File: config.mk
export PLATFORM = sky130hd
export DESIGN_NAME = top
export DESIGN_NICKNAME = d
export VERILOG_FILES = /design/src/rtl/top_pkg.sv /design/src/rtl/top_if.sv /design/src/rtl/top_data_mem.sv /design/src/rtl/top_reg_file.sv /design/src/rtl/top.sv
export SDC_FILE = /design/constraint.sdc
export NUM_CORES = 1
export LEC_CHECK = 0
export CORE_MARGIN = 3
export CORE_UTILIZATION = 56
export CTS_BUF_LIST = sky130_fd_sc_hd__clkbuf_2 sky130_fd_sc_hd__clkbuf_4 sky130_fd_sc_hd__clkbuf_8
export CTS_CLUSTER_DIAMETER = 80
export DETAILED_ROUTE_END_ITERATION = 10
export PLACE_DENSITY = 0.79
export SETUP_SLACK_MARGIN = 0.4
export SYNTH_ARGS = -nofsm -noshare
export SYNTH_HDL_FRONTEND = slang
export SYNTH_SLANG_ARGS = --single-unit
File: constraint.sdc
create_clock -name clk -period 1.8 [get_ports clk]
set_input_delay 0.36 -clock clk [delete_from_list [all_inputs] [get_ports clk]]
set_output_delay 0.36 -clock clk [all_outputs]
set_load 0.005 [all_outputs]
File: src/rtl/top_pkg.sv
// Shared types and constants for the pairwise Hamming-distance engine.
package top_pkg;

   typedef enum logic [2:0] {
      LDJ0  = 3'd0,
      LDJ1  = 3'd1,
      LDK0  = 3'd2,
      LDK1  = 3'd3,
      CMP   = 3'd4,
      WRMIN = 3'd5,
      WRMAX = 3'd6,
      DONE  = 3'd7
   } state_e;

   localparam logic [7:0] N_WORDS  = 8'd32;
   localparam logic [7:0] MIN_ADDR = 8'd64;
   localparam logic [7:0] MAX_ADDR = 8'd65;
   localparam logic [7:0] MIN_INIT = 8'd16;
   localparam logic [7:0] MAX_INIT = 8'd0;

   function automatic logic [4:0] popcount16(input logic [15:0] v);
      logic [4:0] c;
      c = 5'd0;
      for (int i = 0; i < 16; i++) begin
         c = c + {4'd0, v[i]};
      end
      return c;
   endfunction

endpackage

File: src/rtl/top_if.sv
// Byte-wide data memory bus between the engine and its data memory.
interface top_if;
   logic       we;
   logic [7:0] addr;
   logic [7:0] wdata;
   logic [7:0] rdata;

   modport master (output we, output addr, output wdata, input rdata);
   modport slave  (input we, input addr, input wdata, output rdata);
endinterface

File: src/rtl/top_data_mem.sv
// 256x8 data memory: combinational read, synchronous write, no reset.
module data_mem (
   input logic   clk,
   top_if.slave  bus
);
   logic [7:0] core [0:255];

   assign bus.rdata = core[bus.addr];

   // Synchronous write port
   always_ff @(posedge clk) begin
      if (bus.we) begin
         core[bus.addr] <= bus.wdata;
      end
   end
endmodule

File: src/rtl/top_reg_file.sv
// 8x8 scratch register file: per-entry write enables, four read ports, no reset.
module reg_file (
   input  logic            clk,
   input  logic [7:0]      we,
   input  logic [7:0][7:0] wdata,
   input  logic [3:0][2:0] raddr,
   output logic [3:0][7:0] rdata
);
   logic [7:0] Core [0:7];

   // Parallel entry writes
   always_ff @(posedge clk) begin
      for (int i = 0; i < 8; i++) begin
         if (we[i]) begin
            Core[i] <= wdata[i];
         end
      end
   end

   // Combinational read ports
   always_comb begin
      rdata = {4{8'h00}};
      for (int i = 0; i < 4; i++) begin
         rdata[i] = Core[raddr[i]];
      end
   end
endmodule

File: src/rtl/top.sv
// Program-1 engine: min/max Hamming distance over all pairs of 32 words in data memory,
// results written to dm[64]/dm[65], then done.
module top
   import top_pkg::*;
(
   input  logic clk,
   input  logic reset,
   output logic done
);
   state_e          state_r, state_s;
   logic            init_r;
   logic            done_r;
   logic [15:0]     wj_r, wk_r;
   logic [4:0]      dist_s;
   logic [7:0]      jcur_s;
   logic [7:0]      rf_we_s;
   logic [7:0][7:0] rf_wd_s;
   logic [3:0][7:0] rf_rd_s;
   logic [7:0]      j_s, k_s, min_s, max_s;

   top_if mem ();

   data_mem dm (.clk(clk), .bus(mem));

   reg_file RF1 (
      .clk   (clk),
      .we    (rf_we_s),
      .wdata (rf_wd_s),
      .raddr ({3'd3, 3'd2, 3'd1, 3'd0}),
      .rdata (rf_rd_s)
   );

   assign j_s    = rf_rd_s[0];
   assign k_s    = rf_rd_s[1];
   assign min_s  = rf_rd_s[2];
   assign max_s  = rf_rd_s[3];
   assign dist_s = popcount16(wj_r ^ wk_r);
   // RF1 is not reset, so the first LDJ0 after reset uses j=0 while seeding the entries
   assign jcur_s = init_r ? 8'd0 : j_s;
   assign done   = done_r;

   // State register, word latches and first-pass flag
   always_ff @(posedge clk or negedge reset) begin
      if (!reset) begin
         state_r <= LDJ0;
         init_r  <= 1'b1;
         done_r  <= 1'b0;
         wj_r    <= 16'h0000;
         wk_r    <= 16'h0000;
      end else begin
         state_r <= state_s;
         done_r  <= (state_s == DONE);
         if (state_r == LDJ0) begin
            init_r <= 1'b0;
         end
         case (state_r)
            LDJ0:    wj_r[15:8] <= mem.rdata;
            LDJ1:    wj_r[7:0]  <= mem.rdata;
            LDK0:    wk_r[15:8] <= mem.rdata;
            LDK1:    wk_r[7:0]  <= mem.rdata;
            default: begin end
         endcase
      end
   end

   // Next state, memory bus and register-file updates
   always_comb begin
      state_s   = state_r;
      rf_we_s   = 8'h00;
      rf_wd_s   = {8{8'h00}};
      mem.we    = 1'b0;
      mem.addr  = 8'h00;
      mem.wdata = 8'h00;
      case (state_r)
         LDJ0: begin
            mem.addr = {jcur_s[6:0], 1'b0};
            if (init_r) begin
               rf_we_s[0] = 1'b1;
               rf_wd_s[0] = 8'd0;
               rf_we_s[2] = 1'b1;
               rf_wd_s[2] = MIN_INIT;
               rf_we_s[3] = 1'b1;
               rf_wd_s[3] = MAX_INIT;
            end else begin
               rf_we_s[0] = 1'b0;
            end
            state_s = LDJ1;
         end
         LDJ1: begin
            mem.addr   = {j_s[6:0], 1'b1};
            rf_we_s[1] = 1'b1;
            rf_wd_s[1] = j_s + 8'd1;
            state_s    = LDK0;
         end
         LDK0: begin
            mem.addr = {k_s[6:0], 1'b0};
            state_s  = LDK1;
         end
         LDK1: begin
            mem.addr = {k_s[6:0], 1'b1};
            state_s  = CMP;
         end
         CMP: begin
            if ({3'd0, dist_s} < min_s) begin
               rf_we_s[2] = 1'b1;
               rf_wd_s[2] = {3'd0, dist_s};
            end else begin
               rf_we_s[2] = 1'b0;
            end
            if ({3'd0, dist_s} > max_s) begin
               rf_we_s[3] = 1'b1;
               rf_wd_s[3] = {3'd0, dist_s};
            end else begin
               rf_we_s[3] = 1'b0;
            end
            if (k_s < N_WORDS - 8'd1) begin
               rf_we_s[1] = 1'b1;
               rf_wd_s[1] = k_s + 8'd1;
               state_s    = LDK0;
            end else if (j_s < N_WORDS - 8'd2) begin
               rf_we_s[0] = 1'b1;
               rf_wd_s[0] = j_s + 8'd1;
               state_s    = LDJ0;
            end else begin
               state_s = WRMIN;
            end
         end
         WRMIN: begin
            mem.we    = 1'b1;
            mem.addr  = MIN_ADDR;
            mem.wdata = min_s;
            state_s   = WRMAX;
         end
         WRMAX: begin
            mem.we    = 1'b1;
            mem.addr  = MAX_ADDR;
            mem.wdata = max_s;
            state_s   = DONE;
         end
         DONE: begin
            state_s = DONE;
         end
         default: begin
            state_s = LDJ0;
         end
      endcase
   end
endmodule

Yosys cells after proc, flatten, opt, wreduce, memory -nomap -nowiden
Memory sizes are Yosys's and may differ from the RTL's.
Index checks and enable logic that the tools add are counted.
{"block": "classes", "n_lt_le_gt_ge": 4, "eq_ne": 8, "n_bitwise": 1, "n_reduce_logical": 4, "muxes": 39, "addsub": 17}
{"operator": "adder 5 x 1 -> 5 bit", "n": 11}
{"operator": "case mux 8 bit (6 select lines)", "n": 1}
{"operator": "2-to-1 mux 8 bit", "n": 5}
{"operator": "case mux 16 bit (2 select lines)", "n": 1}
{"operator": "case mux 8 bit (2 select lines)", "n": 2}
{"operator": "case mux 3 bit (7 select lines)", "n": 1}
{"operator": "2-to-1 mux 1 bit", "n": 18}
{"operator": "adder 8 x 1 -> 8 bit, second input constant", "n": 2}
{"operator": "less-than comparator 8 x 5 -> 1 bit, second input constant", "n": 2}
{"operator": "bitwise XOR 16 bit", "n": 1}
{"operator": "== test 3 bit, second input constant", "n": 5}
{"operator": "2-to-1 mux 5 bit", "n": 3}
{"operator": "2-to-1 mux 3 bit", "n": 3}
{"operator": "greater-than comparator 5 x 8 -> 1 bit", "n": 1}
{"operator": "less-than comparator 5 x 8 -> 1 bit", "n": 1}
{"operator": "OR reduction 8 bit", "n": 1}
{"operator": "2-to-1 mux 7 bit", "n": 1}
{"operator": "== test 3 x 2 -> 1 bit, second input constant", "n": 2}
{"operator": "adder 4 x 1 -> 5 bit", "n": 1}
{"operator": "adder 3 x 1 -> 4 bit", "n": 1}
{"operator": "case mux 1 bit (2 select lines)", "n": 2}
{"operator": "case mux 2 bit (2 select lines)", "n": 1}
{"operator": "OR reduction 2 bit", "n": 2}
{"operator": "adder 2 x 1 -> 3 bit", "n": 1}
{"operator": "other kinds (4)", "n": 4}
{"block": "totals", "reg_bits": 37, "elab_cells": 82, "inputBits": 2, "out_inout_bits": 1, "mem_bits_rw": 2112, "memories": 2}
{"memory": "dm.core", "depth": 256, "word_bits": 8, "read_ports": 1, "rd_clocked_by_memory_dff": 0, "wr": 1, "line_no": "top_data_mem.sv:6", "source": "logic [7:0] core [0:255];"}
{"memory": "RF1.Core", "depth": 8, "word_bits": 8, "read_ports": 4, "rd_clocked_by_memory_dff": 0, "wr": 3, "line_no": "top_reg_file.sv:9", "source": "logic [7:0] Core [0:7];"}

Logic depth before layout (Yosys ltp)
{"block": "depth", "ltp_word": 21, "mapped_depth": 5, "depth_no_buf": 4}

Modules after synthesis
Synthesis repeated with hierarchy kept, for this count alone.
{"block": "hier_totals", "cells_unflattened": 4019, "hier_area_um2": 85271.8}
{"mod": "data_mem", "cells_per_inst": 3539, "n_inst": 1, "seq_area_each_um2": 61499.0, "area_per_inst_um2": 78332.6}
{"mod": "reg_file", "cells_per_inst": 180, "n_inst": 1, "seq_area_each_um2": 1921.8, "area_per_inst_um2": 4105.2}
{"mod": "top", "cells_per_inst": 300, "n_inst": 1, "seq_area_each_um2": 927.1, "area_per_inst_um2": 2834.0}

Worst setup path after synthesis
OpenSTA, ideal clock, no wires.
{"block": "synth_path", "path_kind": "flip-flop to flip-flop", "from": "memory RF1.Core[0][2]", "to": "memory RF1.Core[0][0] (enable)", "t_arrival_ns": 1.673, "setup_ns": 0.329, "setup_slack_ns": -0.202, "path_stages_with_launch": 6, "cell_sequence": "edfxtp_1 > and3_4 > a2111o_1 > or3_1 > buf_6 > nand2_1"}
{"element": "from (decl)", "line_no": "top_reg_file.sv:9"}

==> results.sh <==
export IMPL_drv_slew=0
export IMPL_clock_path_buffers=2
export IMPL_criticalPathCategory="reg2reg"
export IMPL_gp_congestion=0.780
export IMPL_hold_class="in2async"
export IMPL_path_max_fanout=8
export IMPL_cts_made_buffers=3
export IMPL_syn_cell_area_sq_um=1010
export IMPL_r2r_end="RF1.Core[0][3]"
export IMPL_crit_path_end_kind="flop"
export IMPL_synth_flop_cell="edfxtp_1"
export IMPL_postPlaceCellArea_sq_um=1210
export IMPL_drive_gt1_frac=0.387
export IMPL_io_pins=3
export IMPL_grt_start_max_net_pins=12
export IMPL_cts_root_buf="clkbuf_4"
export IMPL_antenna_found_initial=0
export IMPL_synth_seq_cells=21
export IMPL_hold_buffers=0
export IMPL_initial_core_util=0.630
export IMPL_r2r_setup_slack_ns=0.04
export IMPL_yosysMostFrequentCell="edfxtp_1"
export IMPL_total_power_uw=768
export IMPL_yosys_top_cells_count="16 x edfxtp_1, 8 x nand3_1"
export IMPL_final_period_utilization=0.976
export IMPL_fmax_mhz=569
export IMPL_num_vias=734
export IMPL_clock_skew_ns=0.000944
export IMPL_hpwlAfterDp_microns=1280
export IMPL_post_route_min_period_ns=1.76
export IMPL_cts_tree="done"
export IMPL_insertion_delay_ns=0.30
export IMPL_reg2reg_depth=4
export IMPL_grt_pass1_vias=698
export IMPL_track_usage=0.163
export IMPL_drc_errors=0
export IMPL_status="finished, final reports clean"
export IMPL_viasPerCell=5.44
export IMPL_netlist_instances=84
export IMPL_clk_pin_slew_ns=0.11
export IMPL_core_area_sq_um=1610
export IMPL_fin_util=0.842
export IMPL_synth_top_area_share=0.473
export IMPL_peakVddDrop_uv=492
export IMPL_synth_largest_area_cell="edfxtp_1"
export IMPL_wirelength_microns=1950
export IMPL_pre_cts_ws_ns=-0.0207
export IMPL_rows=14
export IMPL_area_growth_pct=33.7
export IMPL_final_net_count=116
export IMPL_die_y_microns=48.6
export IMPL_setup_slack_ns=0.0430
export IMPL_grt_pass1_wl_microns=2950
export IMPL_setup_viol=0
export IMPL_start_kind="flop"
export IMPL_arrival_ns=1.79
export IMPL_wl_per_cell_microns=14.5
export IMPL_port_buffers=2
export IMPL_drv_cap=0
export IMPL_avgSynthCellArea_sq_um=12.1
export IMPL_htree_levels=1
export IMPL_synth_warnings=0
export IMPL_synth_seq_area_share=0.598
export IMPL_final_hold_violation_count=0
export IMPL_firstDrtPassIters=4
export IMPL_dieArea_sq_um=2360
export IMPL_die_w_microns=48.6
export IMPL_rsz0062_at_grt="yes"
export IMPL_gr_total_overflow=0
export IMPL_p_leak_nw=0.467
export IMPL_r2r_start="RF1.Core[0][4]"
export IMPL_critPathRequiredTime_ns=1.84
export IMPL_drt_iter0_markers=16
export IMPL_p_per_area_nw_per_um2=566
export IMPL_synth_edf_count=16
export IMPL_async_reset_ff_frac=0.238
export IMPL_clock_sinks=21
export IMPL_fin_hold_ws_ns=0.262
export IMPL_drt_antenna_violating_nets=0
export IMPL_design_area_sq_um=1360
export IMPL_synth_cell_types=28
export IMPL_synthTopCellsByArea="edfxtp_1 47%, dfrtp_1 9.9%, xor2_1 5.2%"
export IMPL_diodes=0
==> through the flow <==
step,setup TNS [ns],instances
3_5_place_dp,-0.233,124
2_1_floorplan,-0.143,86
5_1_grt,-0.420,135
3_3_place_gp,0,124
4_1_cts,0,132
6_report,0,135
==> critical path: stages (launching register included) <==
cell	delay [ns]
edfxtp_1	0.41
and3_4	0.20
a2111o_1	0.38
or3_4	0.39
nand2_8	0.10
==> power breakdown <==
group | total [mW] | switching (mW) | internal [mW]
Sequential | 0.516 | 0 | 0.516
Clock | 0.246 | 0.145 | 0.102
Combinational | 0.00497 | 0.00304 | 0.00193
Total | 0.768 | 0.148 | 0.620
==> registers in the layout, indices dropped and copies added (netlist names) <==
signal	cells
RF1.Core	16
state_r	3
done	1
init_r	1
==> worst max-delay path by stage <==
stage	from	to	slack, ns	cells past startpoint
global placement	RF1.Core[0][4]	RF1.Core[0][4]	0.02	4
detailed placement	RF1.Core[0][4]	RF1.Core[0][3]	-0.02	5
CTS	RF1.Core[0][4]	RF1.Core[0][2]	0.07	4
floorplan	RF1.Core[0][2]	RF1.Core[0][0]	-0.02	5
finish	RF1.Core[0][4]	RF1.Core[0][3]	0.04	4
global route	RF1.Core[0][12]	RF1.Core[0][12]	-0.04	5
==> metal layers <==
| layer | share of wire | wire, microns | up-vias | GRT usage |
|---|---|---|---|---|
| met4 | 0.0097 | 19 | 0 | 0.0569 |
| met5 | 0 | 0 | - | 0 |
| met1 | 0.45 | 872 | 362 | 0.217 |
| li1 | - | - | 355 | - |
| met3 | 0.042 | 82 | 2 | 0.0368 |
| met2 | 0.50 | 980 | 15 | 0.264 |
==> layout by cell type (no fill, tap or decap), types with 2 or more instances in the layout <==
| cell | netlist | routed |
|---|---|---|
| buf_4 | 0 | 19 |
| edfxtp_1 | 16 | 16 |
| nand3_1 | 8 | 7 |
| xor2_1 | 6 | 6 |
| nor2_1 | 6 | 6 |
| o22ai_1 | 6 | 5 |
| nor2_4 | 0 | 5 |
| nand2_1 | 6 | 4 |
| clkbuf_4 | 0 | 4 |
| dfrtp_1 | 4 | 4 |
| conb_1 | 1 | 3 |
| and3_4 | 1 | 2 |
| xnor2_1 | 2 | 2 |
| inv_1 | 2 | 2 |
| a21oi_1 | 3 | 2 |
| buf_6 | 1 | 2 |
==> logic make-up (layout without fill, tap and decap cells) <==
group | Yosys count | after routing | share of synthesized area
other | 1 | 3 | 0.00370
DFF | 21 | 21 | 0.598
adders and majority gates | 2 | 2 | 0.0247
xor gates and xnor gates | 8 | 8 | 0.0691
buffers and inverters | 5 | 30 | 0.0259
AOI/OAI and AO/OA | 13 | 13 | 0.101
and+or+nand+nor | 34 | 34 | 0.178
==> what timing repair did <==
item	CTS	global route
resized for setup	6	10
setup endpoints to repair	31	31
setup buffers	4	3
cloned	0	0
pin swaps	4	3
==> area by class of cell <==
| class | count | area (sq um) |
|---|---|---|
| well taps | 24 | 30.0 |
| clock buffers | 4 | 30.0 |
| inverters | 2 | 7.51 |
| repair buffers | 24 | 199 |
| multi-input cells | 60 | 483 |
| fillers | 95 | 255 |
| flip-flops and latches | 21 | 607 |
(Power assumes the default switching activity.)
